<file path="src/rtl/fetch_stage_pkg.sv">
// Shared constants and state encoding for the instruction-fetch stage.
package fetch_stage_pkg;

   localparam int unsigned XLEN    = 16;
   localparam int unsigned OPC_W   = 4;

   localparam logic [XLEN-1:0]  NOP_INSTR = 16'h0000;
   localparam logic [OPC_W-1:0] HLT_OPC   = 4'hF;
   localparam logic [XLEN-1:0]  PC_RESET  = 16'h0000;

   typedef enum logic [1:0] {
      FETCH  = 2'd0,
      DRAIN  = 2'd1,
      HALTED = 2'd2
   } fetch_state_t;

endpackage

</file>
<file path="src/rtl/dff.sv">
// Single-bit register with synchronous reset and write enable.
module dff #(
   parameter logic RST_VAL = 1'b0
) (
   input  logic clk,
   input  logic rst,
   input  logic en,
   input  logic d,
   output logic q
);

   // Reset wins, otherwise capture when enabled.
   always_ff @(posedge clk) begin
      if (rst)     q <= RST_VAL;
      else if (en) q <= d;
   end

endmodule

</file>
<file path="src/rtl/dff_16bit.sv">
// 16-bit register with synchronous reset and write enable.
module dff_16bit #(
   parameter logic [15:0] RST_VAL = 16'h0000
) (
   input  logic        clk,
   input  logic        rst,
   input  logic        en,
   input  logic [15:0] d,
   output logic [15:0] q
);

   // Reset wins, otherwise capture when enabled.
   always_ff @(posedge clk) begin
      if (rst)     q <= RST_VAL;
      else if (en) q <= d;
   end

endmodule

</file>
<file path="src/rtl/fetch_decode_reg.sv">
// IF/ID pipeline register: load a fetched instruction, load a bubble, or hold.
module fetch_decode_reg
   import fetch_stage_pkg::*;
#(
   parameter logic [15:0] BUBBLE_INSTR = NOP_INSTR
) (
   input  logic        clk,
   input  logic        rst,
   input  logic        load,
   input  logic        bubble,
   input  logic [15:0] instr_in,
   input  logic [15:0] pc_plus2_in,
   output logic [15:0] instr,
   output logic [15:0] pc_plus2,
   output logic        valid
);

   logic        wen;
   logic [15:0] instr_d;
   logic [15:0] pc_plus2_d;
   logic        valid_d;

   // Load takes the fetched word; bubble writes an invalid NOP; neither holds.
   always_comb begin
      wen        = load | bubble;
      instr_d    = BUBBLE_INSTR;
      pc_plus2_d = 16'h0000;
      valid_d    = 1'b0;
      if (load) begin
         instr_d    = instr_in;
         pc_plus2_d = pc_plus2_in;
         valid_d    = 1'b1;
      end
   end

   dff_16bit #(.RST_VAL(BUBBLE_INSTR)) u_instr (
      .clk (clk), .rst (rst), .en (wen), .d (instr_d), .q (instr)
   );

   dff_16bit #(.RST_VAL(16'h0000)) u_pc_plus2 (
      .clk (clk), .rst (rst), .en (wen), .d (pc_plus2_d), .q (pc_plus2)
   );

   dff #(.RST_VAL(1'b0)) u_valid (
      .clk (clk), .rst (rst), .en (wen), .d (valid_d), .q (valid)
   );

endmodule

</file>
<file path="src/rtl/fetch_stage.sv">
// Instruction-fetch stage: PC, single-outstanding imem request, IF/ID register.
module fetch_stage #(
   parameter logic [15:0] RESET_PC  = 16'h0000,
   parameter logic [15:0] NOP_INSTR = 16'h0000,
   parameter logic [3:0]  HLT_OPC   = 4'hF
) (
   input  logic        clk,
   input  logic        rst,
   input  logic        stall_en,
   input  logic        flush,
   input  logic [15:0] branch_target,
   output logic        imem_req,
   output logic [15:0] imem_addr,
   input  logic [15:0] imem_rdata,
   input  logic        imem_valid,
   output logic [15:0] if_id_instr,
   output logic [15:0] if_id_pc_plus2,
   output logic        if_id_valid,
   output logic [15:0] pc_out,
   output logic        halted
);

   import fetch_stage_pkg::fetch_state_t;
   import fetch_stage_pkg::FETCH;
   import fetch_stage_pkg::DRAIN;
   import fetch_stage_pkg::HALTED;

   fetch_state_t state, state_n;
   logic [15:0]  pc, pc_n;
   logic [15:0]  redirect_pc, redirect_pc_n;
   logic [15:0]  pc_plus2;
   logic         id_load;
   logic         id_bubble;

   assign pc_plus2  = 16'(pc + 16'd2);
   assign imem_req  = (state != HALTED);
   assign imem_addr = pc;
   assign pc_out    = pc;
   assign halted    = (state == HALTED);

   // State, PC and pending-redirect registers.
   always_ff @(posedge clk) begin
      if (rst) begin
         state       <= FETCH;
         pc          <= RESET_PC;
         redirect_pc <= 16'h0000;
      end else begin
         state       <= state_n;
         pc          <= pc_n;
         redirect_pc <= redirect_pc_n;
      end
   end

   // Next-state, PC steering and IF/ID control; flush beats stall beats normal.
   always_comb begin
      state_n       = state;
      pc_n          = pc;
      redirect_pc_n = redirect_pc;
      id_load       = 1'b0;
      id_bubble     = 1'b0;
      unique case (state)
         FETCH: begin
            if (flush) begin
               id_bubble = 1'b1;
               if (imem_valid) begin
                  pc_n = branch_target;
               end else begin
                  // Request still in flight: remember target, discard its data later.
                  redirect_pc_n = branch_target;
                  state_n       = DRAIN;
               end
            end else if (stall_en) begin
               // Hold everything; memory re-presents the data next cycle.
            end else if (imem_valid) begin
               id_load = 1'b1;
               if (imem_rdata[15:12] == HLT_OPC) state_n = HALTED;
               else                              pc_n    = pc_plus2;
            end else begin
               id_bubble = 1'b1;
            end
         end
         DRAIN: begin
            id_bubble = flush | ~stall_en;
            if (imem_valid) begin
               pc_n    = flush ? branch_target : redirect_pc;
               state_n = FETCH;
            end else if (flush) begin
               redirect_pc_n = branch_target;
            end
         end
         HALTED: begin
            if (flush) begin
               pc_n      = branch_target;
               id_bubble = 1'b1;
               state_n   = FETCH;
            end else begin
               id_bubble = ~stall_en;
            end
         end
         default: begin
            state_n = FETCH;
         end
      endcase
   end

   fetch_decode_reg #(.BUBBLE_INSTR(NOP_INSTR)) u_if_id (
      .clk         (clk),
      .rst         (rst),
      .load        (id_load),
      .bubble      (id_bubble),
      .instr_in    (imem_rdata),
      .pc_plus2_in (pc_plus2),
      .instr       (if_id_instr),
      .pc_plus2    (if_id_pc_plus2),
      .valid       (if_id_valid)
   );

endmodule
</file>
<file path="config.mk">
export PLATFORM = sky130hd
export DESIGN_NAME = fetch_stage
export DESIGN_NICKNAME = d
export VERILOG_FILES = /design/src/rtl/fetch_stage_pkg.sv /design/src/rtl/dff.sv /design/src/rtl/dff_16bit.sv /design/src/rtl/fetch_decode_reg.sv /design/src/rtl/fetch_stage.sv
export SDC_FILE = /design/constraint.sdc
export NUM_CORES = 1
export LEC_CHECK = 0
export ABC_AREA = 1
export CORE_MARGIN = 10
export CORE_UTILIZATION = 25
export CTS_CLUSTER_SIZE = 40
export DETAILED_ROUTE_END_ITERATION = 12
export SYNTH_ARGS = -nofsm -noshare
export SYNTH_HDL_FRONTEND = slang
export SYNTH_SLANG_ARGS = --single-unit
export TNS_END_PERCENT = 50
</file>
<file path="constraint.sdc">
create_clock -name clk -period 2.55 [get_ports clk]
set_clock_uncertainty 0.15 [all_clocks]
set_input_delay 0.51 -clock clk [delete_from_list [all_inputs] [get_ports clk]]
set_output_delay 0.51 -clock clk [all_outputs]
set_load 0.02 [all_outputs]
</file>
* After elaboration in Yosys (flattened, before gate mapping)
Index checks and enable logic that the tools add are counted.
** Cells by class
- Multiplexer cells :: 33
- Bitwise gates (word level) :: 3
- Reductions and logical operators :: 6
- Eq/ne operators :: 15
- Add/sub/neg operators :: 1
** Operators with widths (count)
- 16-bit 2-to-1 mux :: 13
- 16-bit one-hot mux with 3 select lines :: 1
- 16-bit one-hot mux with 2 select lines :: 1
- 16-bit by 2-bit adder with 16-bit output, second input constant :: 1
- 3-bit inequality test, second input constant :: 5
- 2-bit 2-to-1 mux :: 7
- 2-bit inequality test, second input constant :: 7
- 6-bit AND reduction :: 2
- 1-bit 2-to-1 mux :: 9
- 2-bit one-hot mux with 3 select lines :: 1
- 4-bit == test, second input constant :: 1
- 4-bit AND reduction :: 1
- 1-bit one-hot mux with 3 select lines :: 1
- 3-bit nonzero test :: 1
- 2-bit by 1-bit == test with 1-bit output, second input constant :: 1
- 2-bit == test, second input constant :: 1
- 2-bit logical NOT :: 1
- 1-bit bitwise OR :: 2
- 2-bit nonzero test :: 1
- 1-bit inverter :: 1
** Word-level totals
- Register bits :: 67
- Input port bits :: 37
- Word-level logic and storage cells :: 64
- Output and inout port bits :: 67

* Depth between registers and ports, before layout
- Depth in word-level cells :: 6
- Depth in mapped cells :: 11
- Mapped depth without buffers :: 9

* Cells and area by module
Synthesis repeated with hierarchy kept, for this count alone.
** Second synthesis, totals
- Cells, all modules :: 688
- Area total of the unflattened synthesis :: 4247.8 sq um
** By module, submodules not included
- fetch_stage :: cells each 408, seq. area each 680.7 sq um, times used 1, area each 2536.2 sq um
- dff_16bit :: cells each 101, seq. area each 320.3 sq um, times used 2, area each 670.6 sq um
- fetch_decode_reg :: cells each 71, seq. area each 0.0 sq um, times used 1, area each 325.3 sq um
- dff :: cells each 7, seq. area each 20.0 sq um, times used 1, area each 45.0 sq um

* Worst setup path before layout
No wires, ideal clock.
- Kind :: register to register
- Start :: reg state[0]
- End :: reg pc[13], in the netlist imem_addr[13]
- Slack :: 0.621 ns
- Stages on the path, launching flop included :: 12
- Period minus slack after synthesis :: 1.929 ns
- Library setup time :: 0.070 ns
- Required time :: 2.330 ns
- Path buffers :: 2
- Arrival time :: 1.708 ns
- Path through :: dfxtp_1 inv_1 ha_1 buf_4 inv_2 o21ai_1 nor2_1 nand2_2 buf_4 a21oi_2 nand2_1 a21oi_1
** On the way
- Cells in the longest elaborated chain, start to end :: 3
- Elaborated cells on any way between the ends :: 11
- Those cells by class :: 7 x eq/ne; 1 x mux; 3 x reduce/logical
** RTL lines
- start, declared :: RTL line fetch_stage.sv:28 : fetch_state_t state, state_n;
- start signal, assigned :: RTL line fetch_stage.sv:48 : state <= state_n;
- 2-bit == test *
- net halted :: RTL line fetch_stage.sv:20 : output logic halted
- 2-bit inequality test (no source line) or 3-bit nonzero test (tied branches)
- 6-bit AND reduction (no source line)
- end signal, assigned :: RTL line fetch_stage.sv:49 : pc <= pc_n;
- end, declared :: RTL line fetch_stage.sv:29 : logic [15:0] pc, pc_n;
Mark *: on every way through the listed nets, which the timed path passes. The rest lies on a longest branch.
A chain may end at the register's enable or synchronous reset.

* Final worst setup path
- Start :: reg state[0]
- End :: out imem_req
** On the way
- Cells in the longest elaborated chain, start to end :: 1
** RTL lines
- 2-bit inequality test :: RTL line fetch_stage.sv:36 : assign imem_req = (state != HALTED);
- end, declared :: RTL line fetch_stage.sv:12 : output logic imem_req,
No other way between the ends.

==> qor.csv <==
metric,value,unit
grt_pass1_vias,3469,
dp.cells,795,
hold_path_class,reg2reg,
clockBufferDepth,2,
layout_commonest_cell,nand2_1,
avgSynthCellArea,6.59,µm²
final_cell_mix,"nand2_1 (201), clkdlybuf4s50_1 (103), a21oi_1 (101), dfxtp_1 (67), nand3_1 (28)",
syn_to_final_growth,37.4,%
rows,43,
slowest_delay,0.60,ns
final_cells,810,
power_density,821,nW/µm²
num_io_pins,104,
initial_core_util,0.258,
cts_tree,done,
synth_area_leaders,"dfxtp_1 (37%), nand2_1 (21%), a21oi_1 (14%)",
cp_max_fo,4,
dieWidth,140,µm
first_pass_iters,4,
fin_crit_sh,0.944,
crit_type,reg2out,
syn_nets,592,
switching_share,0.374,
dieArea,19700,µm²
maxCapViolations,0,
p_seq_frac,0.336,
syn_area,3630,µm²
drt_iter0_drc,274,
critPathRequiredTime,1.89,ns
power_frac_comb,0.375,
antenna_found_initial,0,
finalHoldWorstSlack,0.307,ns
power.switching,1.53,mW
antenna_left,0,
end_kind,primary output,
gp_congestion,0.837,
status,"complete, no violations",
yosys.area.top_type,dfxtp_1,
cts_max_level,3,
vias,3683,
clock_latency,0.34,ns
worstRegToRegCells,9,
report.power.total,4.09,mW
finalSetupTns,0,ns
routed_via_density,4.55,
cts-buffers-inserted,9,
clock.fmax,415,MHz
leakage,1.88,nW
layout-drive-gt1-share,0.0603,
core_area,14000,µm²
grt_start_max_net_pins,45,
ys_ff_latch,67,
crit_cells,4,
netlist_instances,550,
min_period,2.41,ns
grt_pass1_wl,19200,µm
postCtsHoldBufs,0,
drt-total-wl,11900,µm
drc,0,
n_fill_cell,1463,
irDropWorstVdd,0.000324,V
synth.distinct_cells,26,
cts_resized,0,
cp.arrival,1.75,ns
die_h,140,µm
ys_warn_count,0,
clkPwrFrac,0.289,
crit_chain,"inv_1, ha_1, inv_2, clkdlybuf4s50_1",
setup_viol,0,
tightest_slew,0.670,ns
slew_headroom,0.553,
rsz0062_at_grt,false,
seq_area_frac_synth,0.370,
root_buffer,clkbuf_16,
clkTransAtPathRegs,0.06,ns
cp_top_family,buffers and inverters,
post_cts_buffers,0,
antenna_cells,0,
hold_viol_final,0,
wl_per_cell,14.7,µm
maxSlewViolCount,0,
whs_path_depth,2,
hpwl,8880,µm
synth_top_area_frac,0.370,
crit_path_start_kind,flop,
final_nets,668,
clock_sinks,67,
internal-power,2.56,mW
grt_util_all_layers,0.118,
port_buffers,103,
crit_slowest_cell,clkdlybuf4s50_1,
critical_path_buf_inv_count,3,
overflow,0,
postLayoutCoreUtil,0.355,
-- state kept, by name (all words and copies together), names as in the netlist --
name	flops
imem_addr	16
redirect_pc	16
state	2
u_if_id.u_instr.q	16
u_if_id.u_pc_plus2.q	16
u_if_id.u_valid.q	1
-- logic make-up (layout without fill, tap and decap cells) --
logic type                 count (synthesis)  count (layout)  share of synthesized area
AOI/OAI and AO/OA                        145             145                      0.210
xor gates and xnor gates                   7               7                     0.0169
adders and majority gates                  5               5                     0.0173
buffers and inverters                     73             153                      0.108
DFF                                       67              67                      0.370
and+or+nand+nor                          253             253                      0.278
-- routing by layer --
layer / vias up / track usage / share of wire
met4: 0 / 0.0505 / 0.014
met2: 85 / 0.185 / 0.47
met1: 1632 / 0.151 / 0.46
met5: - / 0 / 0
met3: 10 / 0.0291 / 0.055
li1: 1956 / - / -
-- final cells by class --
cell class	count	area [µm²]	area share
well taps	180	225	0.0452
clock buffers	13	270	0.0542
clock inverters	2	10.0	0.00201
flip-flops and latches	67	1340	0.269
repair buffers	114	1150	0.231
multi-input cells	410	1890	0.380
inverters	24	90.1	0.0181
-- synth_stat cells (all sizes together) --
cell and instances:
dfxtp 67, o31ai 1, nand2 202, buf 39
a21oi 103, nand4 6, xnor2 1, clkbuf 10
a211oi 1, o21ai 29, a31oi 10, nor2 16
inv 24, nand3 28, ha 5, o21bai 1
xor2 6, and2 1
-- metrics by stage --
stage | cell area (µm²) | setup slack, ns
after global placement | 4700 | 0.275
after CTS | 4980 | 0.114
final | 4980 | 0.142
after detailed placement | 4700 | 0.228
after global routing | 4980 | 0.0600
after floorplan | 3630 | 0.621
-- worst paths after layout --
check | start | endpoint | slack (ns)
max reg2reg | state[1] | u_if_id.u_pc_plus2.q[10] | 0.41
min | u_if_id.u_pc_plus2.q[6] | u_if_id.u_pc_plus2.q[6] | 0.31
max | state[0] | imem_req | 0.14
min reg2reg | u_if_id.u_pc_plus2.q[6] | u_if_id.u_pc_plus2.q[6] | 0.31
-- power by group through the flow --
stage	Combinational [mW]	Sequential (mW)	Clock [mW]
finish	1.53	1.37	1.18
global route	1.70	1.40	1.24
CTS	1.54	1.37	1.21
detailed placement	1.54	1.40	0
global placement	1.53	1.39	0
floorplan	0.961	1.43	0
-- tightest hold or removal path, cell delays in order (launching register included) --
cell and delay (ns):
dfxtp_1 0.30, nand2_1 0.06, a21oi_1 0.05
(Power assumes the default switching activity.)
==> patch 1: new RTL, config.mk and constraints unchanged <==
Register the input `branch_target` before use, cleared by the reset. The logic sees it one clock later. The other inputs are not delayed to match.
--- a/src/rtl/fetch_stage.sv
+++ b/src/rtl/fetch_stage.sv
@@ -24,6 +24,16 @@
    import fetch_stage_pkg::FETCH;
    import fetch_stage_pkg::DRAIN;
    import fetch_stage_pkg::HALTED;
+
+   logic [15:0] branch_target_q;
+
+   always_ff @(posedge clk) begin
+      if (rst) begin
+         branch_target_q <= '0;
+      end else begin
+         branch_target_q <= branch_target;
+      end
+   end
 
    fetch_state_t state, state_n;
    logic [15:0]  pc, pc_n;
@@ -63,10 +73,10 @@
             if (flush) begin
                id_bubble = 1'b1;
                if (imem_valid) begin
-                  pc_n = branch_target;
+                  pc_n = branch_target_q;
                end else begin
                   // Request still in flight: remember target, discard its data later.
-                  redirect_pc_n = branch_target;
+                  redirect_pc_n = branch_target_q;
                   state_n       = DRAIN;
                end
             end else if (stall_en) begin
@@ -82,15 +92,15 @@
          DRAIN: begin
             id_bubble = flush | ~stall_en;
             if (imem_valid) begin
-               pc_n    = flush ? branch_target : redirect_pc;
+               pc_n    = flush ? branch_target_q : redirect_pc;
                state_n = FETCH;
             end else if (flush) begin
-               redirect_pc_n = branch_target;
+               redirect_pc_n = branch_target_q;
             end
          end
          HALTED: begin
             if (flush) begin
-               pc_n      = branch_target;
+               pc_n      = branch_target_q;
                id_bubble = 1'b1;
                state_n   = FETCH;
             end else begin
Function: changed (a bounded check fails within 4 cycles, from zero or initial values and one cycle with rst high).
==> patch 1 against the original RTL <==
- critical path type unchanged
- combinational power is essentially flat
- maximum frequency shrank 0.98%
- wire length grew 7.3%
- critical path depth is the same
- sequential cell count grew 16
- non-clock buffer count grew 3
- worst setup slack lost 24 ps
- synthesized cell count grew 9.1%
- design area grew 12%
- area after synthesis grew 15%
- highest routed layer unchanged
- total power grew 13%
==> patch 1: results (changes against the original RTL) <==
### Routing
- TritonRoute pass-1 iters: 4, unchanged
- via-per-instance ratio: 4.39, -3.3%
- post-DR wirelength/cell: 14.2 µm, -3.6%
- DRC marker count from the first detailed-route iteration: 246, -10%
- WL final: 12800 µm, +7.3%

### Status
- run status: finished, final reports clean

### Critical path
- Top Family by Delay on Critical Path: buffers and inverters
- Critical Path Slowest Stage Cell: clkdlybuf4s50_1
- Worst Path Max Fanout: 5, +1

### Synth
- Mapped Avg Cell Area: 6.93 µm², +5.1%
- cell accounting for the most synthesized area: dfxtp_1
- Mapped Nets: 642, +8.4%
- Cell variety after synth: 29, +12%
- async set-or-reset flop fraction in the synthesized netlist: 0, unchanged
- ranking of synthesized cells by area: dfxtp_1 40%, nand2_1 18%, a21oi_1 12%
- register area share after synthesis: 0.400, +0.0298
- ranking of synthesized cells by instance count: 199 x nand2_1, 99 x a21oi_1, 83 x dfxtp_1, 34 x inv_1

### Placement
- placed wire-length estimate: 9210 µm, +3.7%
- cell count after placement: 886, +11%
- pre-CTS setup slack: 164 ps, -64.5 ps
- last weighted congestion value of the routability-driven placer: 0.807, -3.5%

### GRT
- first-pass GRT wire length: 20300 µm, +5.8%
- number of global-route vias before repair: 3729, +7.5%
- GRT Resource Usage Total: 0.113, -0.00592
- pin count of the biggest net entering global routing: 40, -11%

### Hold path
- class of the tightest hold or removal check: flop to flop

### STA
- Worst Tran Pin Value: 562 ps, -109 ps

### CTS
- H-Tree Depth: 3, unchanged
- buffers from clock root to sink, at most: 2, unchanged
- Worst-Skew Late Latency: 340 ps, about the same

### Power
- static leakage: 2.13 nW, +13%
- VDD IR-drop max: 0.378 mV, +16%

### Cells and area
- Nets: 719, +7.6%
- fraction of layout instances using a drive strength above 1: 0.0792, +0.0189

## patch 1: changes by cell type after synthesis, sizes merged, moves of 2 or more
cell,before,now
clkbuf,10,12
dfxtp,67,83
inv,24,40
nor2,16,33
## patch 1: kinds of logic (layout without fill, tap and decap cells)
logic type	count (synthesis)	count (layout)	share of synthesized area
and+or+nand+nor	270	270	0.264
AOI/OAI and AO/OA	144	144	0.185
buffers and inverters	91	173	0.121
DFF	83	83	0.400
xor gates and xnor gates	7	7	0.0148
adders and majority gates	5	5	0.0151
## patch 1: layout make-up
class	instances	area, µm²
Fill cell	1782	10900
Multi-Input combinational cell	426	1990
Sequential cell	83	1660
Timing Repair Buffer	117	1160
Tap cell	220	275
Clock buffer	9	225
Inverter	40	153
Clock inverter	7	98.8
## patch 1: final timing paths
kind,from,end,slack [ps],cells past startpoint
setup / recovery,state[0],imem_req,120,4
setup reg to reg,imem_addr[1],imem_addr[9],560,9
hold / removal,u_if_id.u_valid.q,u_if_id.u_valid.q,310,2
hold reg to reg,u_if_id.u_valid.q,u_if_id.u_valid.q,310,2
## patch 1: layer usage
metal | share of wire | wire, µm | global-route usage | vias up
met5 | 0 | 0 | 0 | -
met4 | 0.0078 | 100 | 0.0289 | 0
met3 | 0.053 | 680 | 0.0228 | 7
met2 | 0.47 | 6070 | 0.185 | 101
met1 | 0.46 | 5940 | 0.146 | 1760
li1 | - | - | - | 2096
## patch 1: per-stage QoR
stage	area [µm²]	utilization
final	5560	0.338
after global routing	5560	0.338
after CTS	5560	0.338
after detailed placement	5240	0.318
after global placement	5240	0.318
after floorplan	4160	-
## patch 1: power by group
group / internal (W) / switching (W)
combinational: 0.000629 / 0.000906
clock: 0.000865 / 0.000562
sequential: 0.00145 / 0.000196
total: 0.00295 / 0.00166
==> patch 2: new RTL, same flow settings <==
Made on the original files. `RST_VAL` is set to 16'h0000 in 4 places; all go to 16'h0001.
--- a/src/rtl/dff.sv
+++ b/src/rtl/dff.sv
@@ -1,6 +1,6 @@
 // Single-bit register with synchronous reset and write enable.
 module dff #(
-   parameter logic RST_VAL = 1'b0
+   parameter logic RST_VAL = 1'b1
 ) (
    input  logic clk,
    input  logic rst,
--- a/src/rtl/dff_16bit.sv
+++ b/src/rtl/dff_16bit.sv
@@ -1,6 +1,6 @@
 // 16-bit register with synchronous reset and write enable.
 module dff_16bit #(
-   parameter logic [15:0] RST_VAL = 16'h0000
+   parameter logic [15:0] RST_VAL = 16'h0001
 ) (
    input  logic        clk,
    input  logic        rst,
--- a/src/rtl/fetch_decode_reg.sv
+++ b/src/rtl/fetch_decode_reg.sv
@@ -37,11 +37,11 @@
       .clk (clk), .rst (rst), .en (wen), .d (instr_d), .q (instr)
    );
 
-   dff_16bit #(.RST_VAL(16'h0000)) u_pc_plus2 (
+   dff_16bit #(.RST_VAL(16'h0001)) u_pc_plus2 (
       .clk (clk), .rst (rst), .en (wen), .d (pc_plus2_d), .q (pc_plus2)
    );
 
-   dff #(.RST_VAL(1'b0)) u_valid (
+   dff #(.RST_VAL(1'b1)) u_valid (
       .clk (clk), .rst (rst), .en (wen), .d (valid_d), .q (valid)
    );
 
Function: changed (a bounded check fails within 4 cycles, from zero or initial values and one cycle with rst high).
==> patch 2 against the original RTL <==
- design area up 1.2%
- worst setup slack worse by 14 ps
- wire length up 0.71%
- total power up 2.8%
- global-route usage about the same
- register-to-register slack worse by 20 ps
- area after synthesis up 0.72%
- sequential share of layout area down 0.32 points
- sequential cell count unchanged
- largest power group unchanged
==> patch 2: results (changes against the original RTL) <==
### Power
- VDD IR-drop max: 0.363 mV, +12%
- Int Pwr: 0.00263 W, +3.0%
- static leakage: 1.91 nW, +1.9%

### CTS
- Clk Tree Root Cell: clkbuf_16
- post-CTS clock slew at the launch and capture registers of the worst setup and hold paths: 60 ps, about the same
- buffers from clock root to sink, at most: 2, unchanged
- number of buffers created by CTS: 9, unchanged
- Worst-Skew Late Latency: 330 ps
- number of hold-repair buffers added at the cts stage: 0, unchanged
- H-Tree Depth: 3, unchanged
- post-cts repair resize count: 0, unchanged
- Setup Fix Bufs, Post-CTS: 0, unchanged

### Cells and area
- total of fill cells in the finished design: 1574, +7.6%
- fraction of layout instances using a drive strength above 1: 0.0676, +0.00729
- Diodes inserted: 0, unchanged
- Nets: 673, +0.75%

### Synth
- Warnings, synthesis: 0, unchanged
- register area share after synthesis: 0.367, -0.00266
- ranking of synthesized cells by area: dfxtp_1 37%, nand2_1 21%, a21oi_1 13%
- async set-or-reset flop fraction in the synthesized netlist: 0, unchanged
- Cell variety after synth: 28, +7.7%
- Mapped Nets: 593, +0.17%
- gate count after technology mapping: 551, +0.18%
- ranking of synthesized cells by instance count: 201 x nand2_1, 98 x a21oi_1, 67 x dfxtp_1, 29 x nand3_1, 26 x o21ai_0

### Routing
- via-per-instance ratio: 4.55, +0.15%
- WL final: 12000 µm, +0.71%
- DRC marker count from the first detailed-route iteration: 251, -8.4%
- routed vias: 3734, +1.4%
- TritonRoute pass-1 iters: 5, +1

### Hold path
- class of the tightest hold or removal check: flop to flop
- worst hold start: u_if_id.u_instr.q[8]
- Worst Hold Path Cells: 2, unchanged

### GRT
- met3 layer usage reported by global route: 0.0312, +0.00217
- initial antenna violation count: 0, unchanged
- met2 track demand over resource in global routing: 0.184, -0.000739
- GR Util met1: 0.159, +0.00754
- pin count of the biggest net entering global routing: 33, -27%
- GRT Resource Usage Total: 0.118, -0.000132
- first-pass GRT wire length: 19400 µm, +1.1%
- number of global-route vias before repair: 3542, +2.1%

### Placement
- last weighted congestion value of the routability-driven placer: 0.842, +0.63%
- PortBufs: 103, unchanged
- cell count after placement: 804, +1.1%
- placed wire-length estimate: 8990 µm, +1.2%

### STA
- Worst Tran Pin Value: 483 ps, -187 ps

### Critical path
- Largest stage delay, worst path: 610 ps
- Top Family by Delay on Critical Path: buffers and inverters
- data arrival time of the critical path: 1760 ps
- depth of the worst register-to-register path: 9, unchanged
- beginning of the critical path: state[0]
- Worst Path Max Fanout: 4, unchanged
- Critical Path Slowest Stage Cell: clkdlybuf4s50_1

### Status
- run status: finished, final reports clean

-- patch 2: tightest hold or removal path: stages, from the launching register on --
cell     delay (ps)
dfxtp_1         310
nand2_1          60
a21oi_1          50
-- patch 2: power by group through the flow --
| stage | clock [W] | sequential, W | combinational, W |
|---|---|---|---|
| detailed placement | 0 | 0.00140 | 0.00160 |
| finish | 0.00123 | 0.00137 | 0.00160 |
| floorplan | 0 | 0.00145 | 0.000982 |
| global placement | 0 | 0.00139 | 0.00159 |
| global route | 0.00131 | 0.00140 | 0.00178 |
| CTS | 0.00127 | 0.00137 | 0.00161 |
-- patch 2: logic make-up (layout without fill, tap and decap cells) --
group                      count (synthesis)  after routing  synth area share
adders and majority gates                  5              5            0.0171
DFF                                       67             67             0.367
and+or+nand+nor                          256            256             0.281
AOI/OAI and AO/OA                        142            142             0.205
xor gates and xnor gates                   7              7            0.0168
buffers and inverters                     74            159             0.113
-- patch 2: worst paths after layout --
kind | slack [ps] | to
worst min-delay path | 310 | u_if_id.u_instr.q[8]
worst max-delay path | 130 | imem_req
worst min register to register | 310 | u_if_id.u_instr.q[8]
worst max register to register | 390 | u_if_id.u_instr.q[1]
-- patch 2: cell type report --
class | count | area, µm² | share of cell area
Multi-Input combinational cell | 410 | 1900 | 0.376
Inverter | 25 | 96.3 | 0.0191
Sequential cell | 67 | 1340 | 0.266
Clock inverter | 5 | 52.6 | 0.0104
Clock buffer | 11 | 243 | 0.0481
Timing Repair Buffer | 118 | 1180 | 0.234
Tap cell | 184 | 230 | 0.0457
-- patch 2: per-stage QoR --
stage | setup WS (ps) | power [W] | area [µm²] | hold WS (ps)
global route | 87.7 | 0.00449 | 5040 | 320
finish | 128 | 0.00420 | 5040 | 308
floorplan | 609 | 0.00243 | 3650 | 333
CTS | 122 | 0.00425 | 5040 | 313
global placement | 217 | 0.00299 | 4750 | 299
detailed placement | 225 | 0.00300 | 4750 | 305
-- patch 2: layer usage --
layer	share of wire	up-vias
met3	0.052	7
met2	0.45	97
met1	0.49	1665
met5	0	-
li1	-	1965
met4	0.0056	0
